$ cat src/rtl/pilot_avg_acc_if.sv
// Pilot sample stream between the pilot extractor and the averager.
// The master drives samples, the slave returns in_ready.
interface pilot_avg_acc_if #(
    parameter int WIDTH_PILOT = 16,
    parameter int ADDR_W      = 2
);
    logic                          in_valid;
    logic                          in_ready;
    logic signed [WIDTH_PILOT-1:0] in_re;
    logic signed [WIDTH_PILOT-1:0] in_im;
    logic        [ADDR_W-1:0]      in_addr;

    modport master (
        output in_valid,
        output in_re,
        output in_im,
        output in_addr,
        input  in_ready
    );

    modport slave (
        input  in_valid,
        input  in_re,
        input  in_im,
        input  in_addr,
        output in_ready
    );
endinterface

$ cat src/rtl/pilot_avg_acc.sv
// Complex pilot averager: averages 2**LOG2_AVG I/Q pilots per slot into a DEPTH-entry bank.
// Optional feature macro: PILOT_AVG_ROUND_EN (round-half-up with saturation instead of truncation).
module pilot_avg_acc #(
    parameter int WIDTH_PILOT = 16,
    parameter int WIDTH_EST   = 17,
    parameter int LOG2_AVG    = 1,
    parameter int DEPTH       = 4,
    parameter int ADDR_W      = 2
) (
    input  logic                        clk,
    input  logic                        rst,
    input  logic                        clear,
    pilot_avg_acc_if.slave              in_bus,
    output logic                        wr_done,
    output logic [ADDR_W-1:0]           wr_addr,
    output logic                        addr_err,
    output logic                        bank_full,
    input  logic [ADDR_W-1:0]           rd_addr,
    output logic signed [WIDTH_EST-1:0] rd_re,
    output logic signed [WIDTH_EST-1:0] rd_im
);

    localparam int AW    = WIDTH_PILOT + LOG2_AVG;
    localparam int CNT_W = LOG2_AVG + 1;
    localparam logic [CNT_W-1:0]  GROUP_N = CNT_W'(2 ** LOG2_AVG);
    localparam logic [ADDR_W:0]   DEPTH_V = (ADDR_W + 1)'(DEPTH);

    typedef enum logic [1:0] {
        ST_IDLE = 2'd0,
        ST_ACC  = 2'd1,
        ST_WR   = 2'd2
    } state_t;

    state_t                       state_r;
    state_t                       state_nxt_s;
    logic                         hs_s;
    logic                         start_s;
    logic                         add_s;
    logic                         err_s;
    logic                         wr_s;
    logic signed [AW-1:0]         samp_re_s;
    logic signed [AW-1:0]         samp_im_s;
    logic signed [AW-1:0]         acc_re_r;
    logic signed [AW-1:0]         acc_im_r;
    logic        [CNT_W-1:0]      cnt_r;
    logic        [ADDR_W-1:0]     addr_r;
    logic                         in_ready_r;
    logic                         wr_done_r;
    logic                         addr_err_r;
    logic                         bank_full_r;
    logic        [DEPTH-1:0]      written_r;
    logic        [DEPTH-1:0]      wr_mask_s;
    logic signed [WIDTH_EST-1:0]  mean_re_s;
    logic signed [WIDTH_EST-1:0]  mean_im_s;
    logic signed [WIDTH_EST-1:0]  est_re_r [DEPTH];
    logic signed [WIDTH_EST-1:0]  est_im_r [DEPTH];

`ifdef PILOT_AVG_ROUND_EN
    localparam int WW     = AW + 1;
    localparam int CW     = ((WW > WIDTH_EST) ? WW : WIDTH_EST) + 1;
    localparam int HALF_I = (LOG2_AVG == 0) ? 0 : (1 << (LOG2_AVG - 1));
    localparam logic signed [WW-1:0] HALF    = WW'(HALF_I);
    localparam logic signed [CW-1:0] EST_MAX = {{(CW - WIDTH_EST + 1){1'b0}}, {(WIDTH_EST - 1){1'b1}}};
    localparam logic signed [CW-1:0] EST_MIN = {{(CW - WIDTH_EST + 1){1'b1}}, {(WIDTH_EST - 1){1'b0}}};

    function automatic logic signed [WIDTH_EST-1:0] sat_est(input logic signed [WW-1:0] v);
        logic signed [CW-1:0] ve;
        ve = {{(CW - WW){v[WW-1]}}, v};
        if (ve > EST_MAX) begin
            sat_est = EST_MAX[WIDTH_EST-1:0];
        end else if (ve < EST_MIN) begin
            sat_est = EST_MIN[WIDTH_EST-1:0];
        end else begin
            sat_est = ve[WIDTH_EST-1:0];
        end
    endfunction

    // The extra accumulator bit keeps the rounding offset from wrapping the sum.
    function automatic logic signed [WIDTH_EST-1:0] mean_of(input logic signed [AW-1:0] acc);
        logic signed [WW-1:0] s;
        s = $signed({acc[AW-1], acc}) + HALF;
        s = s >>> LOG2_AVG;
        mean_of = sat_est(s);
    endfunction
`else
    // Dropping the low LOG2_AVG bits is the floor division; the result always fits WIDTH_PILOT.
    function automatic logic signed [WIDTH_EST-1:0] mean_of(input logic signed [AW-1:0] acc);
        mean_of = WIDTH_EST'($signed(acc[AW-1:LOG2_AVG]));
    endfunction
`endif

    assign hs_s            = in_bus.in_valid & in_ready_r;
    assign samp_re_s       = AW'(in_bus.in_re);
    assign samp_im_s       = AW'(in_bus.in_im);
    assign in_bus.in_ready = in_ready_r;
    assign wr_done         = wr_done_r;
    assign wr_addr         = addr_r;
    assign addr_err        = addr_err_r;
    assign bank_full       = bank_full_r;

    // State register.
    always_ff @(posedge clk or posedge rst) begin
        if (rst) begin
            state_r <= ST_IDLE;
        end else begin
            state_r <= state_nxt_s;
        end
    end

    // Next-state and group control decode; clear aborts everything in flight.
    always_comb begin
        state_nxt_s = state_r;
        start_s     = 1'b0;
        add_s       = 1'b0;
        err_s       = 1'b0;
        wr_s        = 1'b0;
        if (clear) begin
            state_nxt_s = ST_IDLE;
        end else begin
            case (state_r)
                ST_IDLE: begin
                    if (hs_s) begin
                        start_s     = 1'b1;
                        state_nxt_s = (LOG2_AVG == 0) ? ST_WR : ST_ACC;
                    end else begin
                        state_nxt_s = ST_IDLE;
                    end
                end
                ST_ACC: begin
                    if (hs_s && (in_bus.in_addr == addr_r)) begin
                        add_s       = 1'b1;
                        state_nxt_s = ((cnt_r + CNT_W'(1)) == GROUP_N) ? ST_WR : ST_ACC;
                    end else if (hs_s) begin
                        err_s       = 1'b1;
                        start_s     = 1'b1;
                        state_nxt_s = ST_ACC;
                    end else begin
                        state_nxt_s = ST_ACC;
                    end
                end
                ST_WR: begin
                    wr_s        = ({1'b0, addr_r} < DEPTH_V);
                    state_nxt_s = ST_IDLE;
                end
                default: begin
                    state_nxt_s = ST_IDLE;
                end
            endcase
        end
    end

    // Accumulators, group counter, latched slot and registered handshake flags.
    always_ff @(posedge clk or posedge rst) begin
        if (rst) begin
            acc_re_r   <= '0;
            acc_im_r   <= '0;
            cnt_r      <= '0;
            addr_r     <= '0;
            in_ready_r <= 1'b1;
            wr_done_r  <= 1'b0;
            addr_err_r <= 1'b0;
        end else begin
            in_ready_r <= (state_nxt_s != ST_WR);
            wr_done_r  <= (state_nxt_s == ST_WR);
            addr_err_r <= err_s;
            if (clear) begin
                acc_re_r <= '0;
                acc_im_r <= '0;
                cnt_r    <= '0;
                addr_r   <= '0;
            end else if (start_s) begin
                acc_re_r <= samp_re_s;
                acc_im_r <= samp_im_s;
                cnt_r    <= CNT_W'(1);
                addr_r   <= in_bus.in_addr;
            end else if (add_s) begin
                acc_re_r <= acc_re_r + samp_re_s;
                acc_im_r <= acc_im_r + samp_im_s;
                cnt_r    <= cnt_r + CNT_W'(1);
            end else begin
                cnt_r    <= cnt_r;
            end
        end
    end

    // One-hot write strobe per bank entry plus the means to store.
    always_comb begin
        wr_mask_s = '0;
        for (int i = 0; i < DEPTH; i++) begin
            wr_mask_s[i] = wr_s & (addr_r == ADDR_W'(i));
        end
        mean_re_s = mean_of(acc_re_r);
        mean_im_s = mean_of(acc_im_r);
    end

    // Estimate bank, written bitmap and the full flag.
    always_ff @(posedge clk or posedge rst) begin
        if (rst) begin
            for (int i = 0; i < DEPTH; i++) begin
                est_re_r[i] <= '0;
                est_im_r[i] <= '0;
            end
            written_r   <= '0;
            bank_full_r <= 1'b0;
        end else if (clear) begin
            for (int i = 0; i < DEPTH; i++) begin
                est_re_r[i] <= '0;
                est_im_r[i] <= '0;
            end
            written_r   <= '0;
            bank_full_r <= 1'b0;
        end else begin
            for (int i = 0; i < DEPTH; i++) begin
                if (wr_mask_s[i]) begin
                    est_re_r[i] <= mean_re_s;
                    est_im_r[i] <= mean_im_s;
                end
            end
            written_r   <= written_r | wr_mask_s;
            bank_full_r <= &(written_r | wr_mask_s);
        end
    end

    // Combinational read port; unmapped addresses read as zero.
    always_comb begin
        rd_re = '0;
        rd_im = '0;
        for (int i = 0; i < DEPTH; i++) begin
            rd_re = (rd_addr == ADDR_W'(i)) ? est_re_r[i] : rd_re;
            rd_im = (rd_addr == ADDR_W'(i)) ? est_im_r[i] : rd_im;
        end
    end

endmodule

$ cat src/flat_wrapper.sv
// flat-port wrapper written by rule: the top's interface ports become plain ports
module pilot_avg_acc_flat 
#(
    parameter int WIDTH_PILOT = 16,
    parameter int WIDTH_EST   = 17,
    parameter int LOG2_AVG    = 1,
    parameter int DEPTH       = 4,
    parameter int ADDR_W      = 2
)
  (clk, rst, clear, wr_done, wr_addr, addr_err, bank_full, rd_addr, rd_re, rd_im, in_bus_in_valid, in_bus_in_re, in_bus_in_im, in_bus_in_addr, in_bus_in_ready);
  pilot_avg_acc_if #(.WIDTH_PILOT(WIDTH_PILOT), .ADDR_W(ADDR_W)) in_bus_i ();
  input  logic clk;
  input  logic rst;
  input  logic clear;
  output logic wr_done;
  output logic [ADDR_W-1:0] wr_addr;
  output logic addr_err;
  output logic bank_full;
  input  logic [ADDR_W-1:0] rd_addr;
  output logic signed [WIDTH_EST-1:0] rd_re;
  output logic signed [WIDTH_EST-1:0] rd_im;
  input wire logic [$bits(in_bus_i.in_valid)-1:0] in_bus_in_valid;
  input wire logic [$bits(in_bus_i.in_re)-1:0] in_bus_in_re;
  input wire logic [$bits(in_bus_i.in_im)-1:0] in_bus_in_im;
  input wire logic [$bits(in_bus_i.in_addr)-1:0] in_bus_in_addr;
  output wire logic [$bits(in_bus_i.in_ready)-1:0] in_bus_in_ready;
  assign in_bus_i.in_valid = in_bus_in_valid;
  assign in_bus_i.in_re = in_bus_in_re;
  assign in_bus_i.in_im = in_bus_in_im;
  assign in_bus_i.in_addr = in_bus_in_addr;
  assign in_bus_in_ready = in_bus_i.in_ready;
  pilot_avg_acc #(.WIDTH_PILOT(WIDTH_PILOT), .WIDTH_EST(WIDTH_EST), .LOG2_AVG(LOG2_AVG), .DEPTH(DEPTH), .ADDR_W(ADDR_W)) u_core (.clk(clk), .rst(rst), .clear(clear), .in_bus(in_bus_i), .wr_done(wr_done), .wr_addr(wr_addr), .addr_err(addr_err), .bank_full(bank_full), .rd_addr(rd_addr), .rd_re(rd_re), .rd_im(rd_im));
endmodule
$ cat config.mk
export PLATFORM = sky130hd
export DESIGN_NAME = pilot_avg_acc_flat
export DESIGN_NICKNAME = d
export VERILOG_FILES = /design/src/rtl/pilot_avg_acc_if.sv /design/src/rtl/pilot_avg_acc.sv /design/src/flat_wrapper.sv
export SDC_FILE = /design/constraint.sdc
export NUM_CORES = 1
export LEC_CHECK = 0
export BUFFER_PORTS_ARGS = -buffer_cell sky130_fd_sc_hd__buf_2
export CAP_MARGIN = 0
export CORE_MARGIN = 4
export CORE_UTILIZATION = 55
export DETAILED_ROUTE_END_ITERATION = 6
export MAX_ROUTING_LAYER = met4
export PLACE_DENSITY = 0.74
export SETUP_SLACK_MARGIN = 0.4
export SLEW_MARGIN = 20
export SYNTH_ARGS = -nofsm -noshare
export SYNTH_HDL_FRONTEND = slang
export SYNTH_SLANG_ARGS = --single-unit
export TNS_END_PERCENT = 30
$ cat constraint.sdc
create_clock -name clk -period 5.05 [get_ports clk]
set_clock_uncertainty 0.1 [all_clocks]
set_input_delay 0.2525 -clock clk [delete_from_list [all_inputs] [get_ports clk]]
set_output_delay 0.2525 -clock clk [all_outputs]
set_load 0.005 [all_outputs]
======== After elaboration in Yosys (flattened, before gate mapping) ========
Cells that the tools add are included.
operators by class
  $add $sub $neg .......................... 3
  $mul .................................... 0
  div/mod/pow operators ................... 0
  $lt $le $gt $ge ......................... 0
  equality and inequality tests ........... 12
  shifts and indexed selects .............. 0
  muxes and demuxes ....................... 47
  bitwise logic cells ..................... 6
  reduce and logical (&&, ||, !) cells .... 11
operators by type and width
  cell                 number
  $mux 17              22
  $mux 68              2
  $add 17x16->17       2
  $mux 2               8
  $eq 2x2->1 const B   7
  $mux 1               12
  $reduce_bool 2->1    5
  $eq 2x1->1 const B   3
  $logic_not 2->1      3
  $and 1x1->1          5
  $mux 4               1
  $or 4x4->4           1
  $pmux 2 s2           1
  $reduce_and 4->1     1
  $reduce_bool 3->1    1
  $add 2x1->2 const B  1
  $eq 2x2->1           1
  $ne 2x2->1 const B   1
  $pmux 1 s2           1
  $logic_and 1x1->1    1
word-level totals
  register bits after elaboration ......... 184
  bits in latches ......................... 0
  RAM bits ................................ 0
  ROM bits ................................ 0
  word-level logic and storage cells ...... 97
  memories ................................ 0

======== Longest topological paths before layout ========
  depth in word-level cells ............... 8
  gate-level depth with buffers ........... 9

======== Worst setup path after synthesis ========
OpenSTA, ideal clock, no wires.
  kind .................................... register to register
  start ................................... register u_core.acc_re_r[0]
  end ..................................... register u_core.acc_re_r[14]
  setup time .............................. 0.124 ns
  arrival ................................. 2.331 ns
  setup slack ............................. 2.495 ns
  cell stages (with the launch flop) ...... 10
  buffers on the path ..................... 0
  period minus slack after synthesis ...... 2.555 ns
  cell sequence ........................... dfrtp_1 ha_1 fa_1 a211oi_1 o21ai_1 a31oi_1 o21bai_1 a21oi_2 nor4_1 a211o_1
between the ends
  cells in the longest elaborated chain, start to end .. 4
RTL lines
  item                    RTL line              RTL
  start, declared         pilot_avg_acc.sv:43   logic signed [AW-1:0] acc_re_r;
  start signal, assigned  pilot_avg_acc.sv:172  acc_re_r <= samp_re_s;
  start signal, assigned  pilot_avg_acc.sv:177  acc_re_r <= acc_re_r + samp_re_s;
  $add 17x16->17          pilot_avg_acc.sv:177
  $mux 17                 pilot_avg_acc.sv:176  end else if (add_s) begin
  $mux 17                 pilot_avg_acc.sv:171  end else if (start_s) begin
  $mux 17                 pilot_avg_acc.sv:166  if (clear) begin
Every way passes these cells. The select of a mux whose other input is x is not followed.
A chain may end at the register's enable or synchronous reset.

======== Worst setup path in the final report ========
  start ................................... register u_core.acc_im_r[0]
  end ..................................... register u_core.acc_im_r[16]
between the ends
  cells in the longest elaborated chain, start to end .. 4
RTL lines
  item                    RTL line              RTL
  start, declared         pilot_avg_acc.sv:44   logic signed [AW-1:0] acc_im_r;
  start signal, assigned  pilot_avg_acc.sv:173  acc_im_r <= samp_im_s;
  start signal, assigned  pilot_avg_acc.sv:178  acc_im_r <= acc_im_r + samp_im_s;
  $add 17x16->17          pilot_avg_acc.sv:178
  $mux 17                 pilot_avg_acc.sv:176
  $mux 17                 pilot_avg_acc.sv:171
  $mux 17                 pilot_avg_acc.sv:166
Every way passes these cells. The select of a mux whose other input is x is not followed.

==> flow_summary.toml <==
[worst_setup_path]
worst-path-max-fanout = 3
cp-start-kind = "flop"
crit_path_max_incr_delay_ns = 0.47
crit_type = "flop to flop"
crit_chain = "ha_1 > fa_1 > a211oi_2 > o21a_1 > o31ai_2 > a31oi_2 > a21oi_1 > mux2_1 > a31oi_1"
worst_setup_path_end_kind = "flop"
crit_path_top_delay_cell = "fa_1"
required_ns = 5.30
crit_arrival_ns = 3.01

[yosys]
ys_seq_area_frac = 0.460
syn_inst = 1031
ys_async_sr_fraction = 1.00
synth_area_mm2 = 0.00957
avgSynthCellArea_um2 = 9.28
synth_largest_area_cell = "dfrtp_1"
synth.area.top_cells = "dfrtp_1, nand2_1, a21oi_1"
synth_fp_nets = 1106
yosys.area.top_type_share = 0.458
synth_edf_count = 0
yosys_warnings = 0
ys_types = 67
ys_ff_latch = 176
synthFlopType = "dfrtp_1"

[cells_and_area]
drive_gt1_frac = 0.167
seq_area_mm2 = 0.00441
fillers = 1413
stdcell_count = 1309
layout.nets = 1151
multi_input_area_mm2 = 0.00484
num_antenna_cells = 0
fin_util = 0.641
synthToLayoutAreaGrowth_pct = 12.6
final_common_cell = "nand2_1"
layout_common_cells = "nand2_1, dfrtp_1, a21oi_1"

[cts]
cts_tree = "yes"
clkLatencyLatePin_ns = 0.43
cts_made_buffers = 17
cts_htree_levels = 4
clockBufferDepth = 2
cts_root_buffer = "clkbuf_16"
cts.sinks = 176
cts_setup_buffers = 0
clkTransAtPathRegs_ns = 0.07

[worst_hold_path]
min_path_type = "primary input to asynchronous set/reset pin"

[placed_design]
place_hpwl_um = 15600
port_buffers = 79
dp.cells = 1270
pre_cts_ws_ns = 2.30
place.gp.congestion = 0.902

[sta]
slew_headroom = 0.333
final.min_clock_period_ns = 2.76
finalHoldViolCount = 25
setup_viol = 0
slew_viol_final = 0
fin_crit_sh = 0.547
grt_setup_unrepaired = "no"
hold_slack_ns = -0.0590
tightest_slew_ns = 1.00
layout_setup_ws_ns = 2.29
max_freq_ghz = 0.362
tns_ns = 0

[power_and_ir_drop]
vdd_drop_max_uv = 243
switching_share = 0.296
p_sw_mw = 1.10
combPwrFrac = 0.185
seq_power_share = 0.428
power_density_mw_per_mm2 = 345
pwr-share-clk = 0.387
total_leakage_power_nw = 4.74
p_int_mw = 2.62

[global_routing]
grt_max_degree = 177
grt_pass1_wl_um = 40400
grtUsageTotal = 0.265
antenna_found_initial = 0
grt_pass1_vias = 7830
grt-ovfl-total = 0

[floorplanning]
fp-row-count = 47
initial_utilization = 0.569
die_area_mm2 = 0.0196
die_height_um = 140
pin_count = 80
core_region_area_mm2 = 0.0168
fp.dieW_um = 140

[routing]
wl_um = 24900
viasPerCell = 6.08
via_count = 7958
first_pass_iters = 5
drt_iter0_markers = 626
wl_per_cell_um = 19.0
ant_nets = 0
drcViolationCount = 0

[run_status]
outcome = "complete, but fails checks"
violations = "hold timing"

[flow_run]
cap_violations = 0
-- synthesized netlist by cell type (6+ instances only) --
master / n
nand3_1: 9
xor2_1: 7
nand2_1: 286
a21o_1: 13
mux2i_1: 7
a221oi_1: 6
buf_2: 9
buf_1: 8
o21ai_0: 18
o21a_1: 10
a21oi_1: 154
nor4_1: 6
nor3_1: 12
nor2_1: 60
ha_1: 33
and3_1: 6
clkbuf_1: 51
xnor2_1: 10
a211oi_1: 14
dfrtp_1: 175
inv_1: 8
mux4_2: 32
o21bai_1: 7
-- sequential cells by signal, summed over array words and instances (netlist names) --
name,cells
u_core.wr_addr,2
u_core.acc_re_r,17
u_core.bank_full,1
u_core.written_r,4
u_core.wr_done,1
u_core.est_re_r,64
u_core.addr_err,1
u_core.cnt_r,2
u_core.est_im_r,64
u_core.state_r,2
u_core.acc_im_r,17
u_core.in_bus.in_ready,1
-- per-layer routing --
metal  part of all wire  wire length (um)  vias up  GRT usage
met4              0.014               351        0     0.0663
met3              0.066              1650       33     0.0467
met2               0.47             11800      285      0.413
li1                   -                 -     3691          -
met5                  0                 0        -          -
met1               0.44             11100     3949      0.366
-- stage by stage --
stage / hold WS (ns) / power, mW / instance area (um^2)
floorplan: 0.285 / 2.10 / 9570
global placement: 0.367 / 2.28 / 10100
detailed placement: 0.386 / 2.29 / 10100
CTS: 0.00135 / 3.72 / 10800
global route: 0.0128 / 3.88 / 10800
finish: -0.0590 / 3.72 / 10800
-- path summary, 6_finish.rpt --
| kind | from | slack (ns) | end | cells past startpoint |
|---|---|---|---|---|
| min reg2reg | u_core.written_r[0] | 0.41 | u_core.written_r[0] | 2 |
| max | u_core.acc_im_r[0] | 2.29 | u_core.acc_im_r[16] | 9 |
| min | rst | -0.06 | u_core.est_re_r[43] | 3 |
| min in group clk | in_bus_in_re[8] | 0.01 | u_core.acc_re_r[8] | 3 |
| max reg2reg | u_core.acc_im_r[0] | 2.29 | u_core.acc_im_r[16] | 9 |
| max in group asynchronous | rst | 4.12 | u_core.addr_err | 3 |
-- worst max-delay path: cells and delay by family, from the launching register on --
kind | cells | cell delay [ns]
compound gates | 6 | 1.18
fa+ha+maj | 2 | 0.69
flops | 1 | 0.39
mux | 1 | 0.32
-- logic make-up after synthesis --
family | count (synthesis) | share of synthesized area
buf+inv | 81 | 0.0353
compound gates | 275 | 0.179
flops | 176 | 0.460
mux | 41 | 0.0850
xor+xnor | 19 | 0.0190
simple gates | 404 | 0.174
fa+ha+maj | 35 | 0.0473
-- power by group through the flow --
stage,registers (mW),clock network (mW),logic [mW]
detailed placement,1.61,0,0.674
finish,1.59,1.44,0.687
global route,1.60,1.52,0.763
global placement,1.61,0,0.666
floorplan,1.55,0,0.543
CTS,1.59,1.45,0.684
-- cell type report --
class,count,area share
Sequential cell,176,0.409
Multi-Input combinational cell,774,0.449
Timing Repair Buffer,98,0.0529
Inverter,9,0.00348
Tap cell,220,0.0255
Clock buffer,21,0.0436
Clock inverter,11,0.0166
-- what timing repair did --
item,in CTS,in global routing
gates resized for setup,0,0
hold endpoints to repair,7,0
hold buffers,7,0
Power figures use the tool's default switching activity.
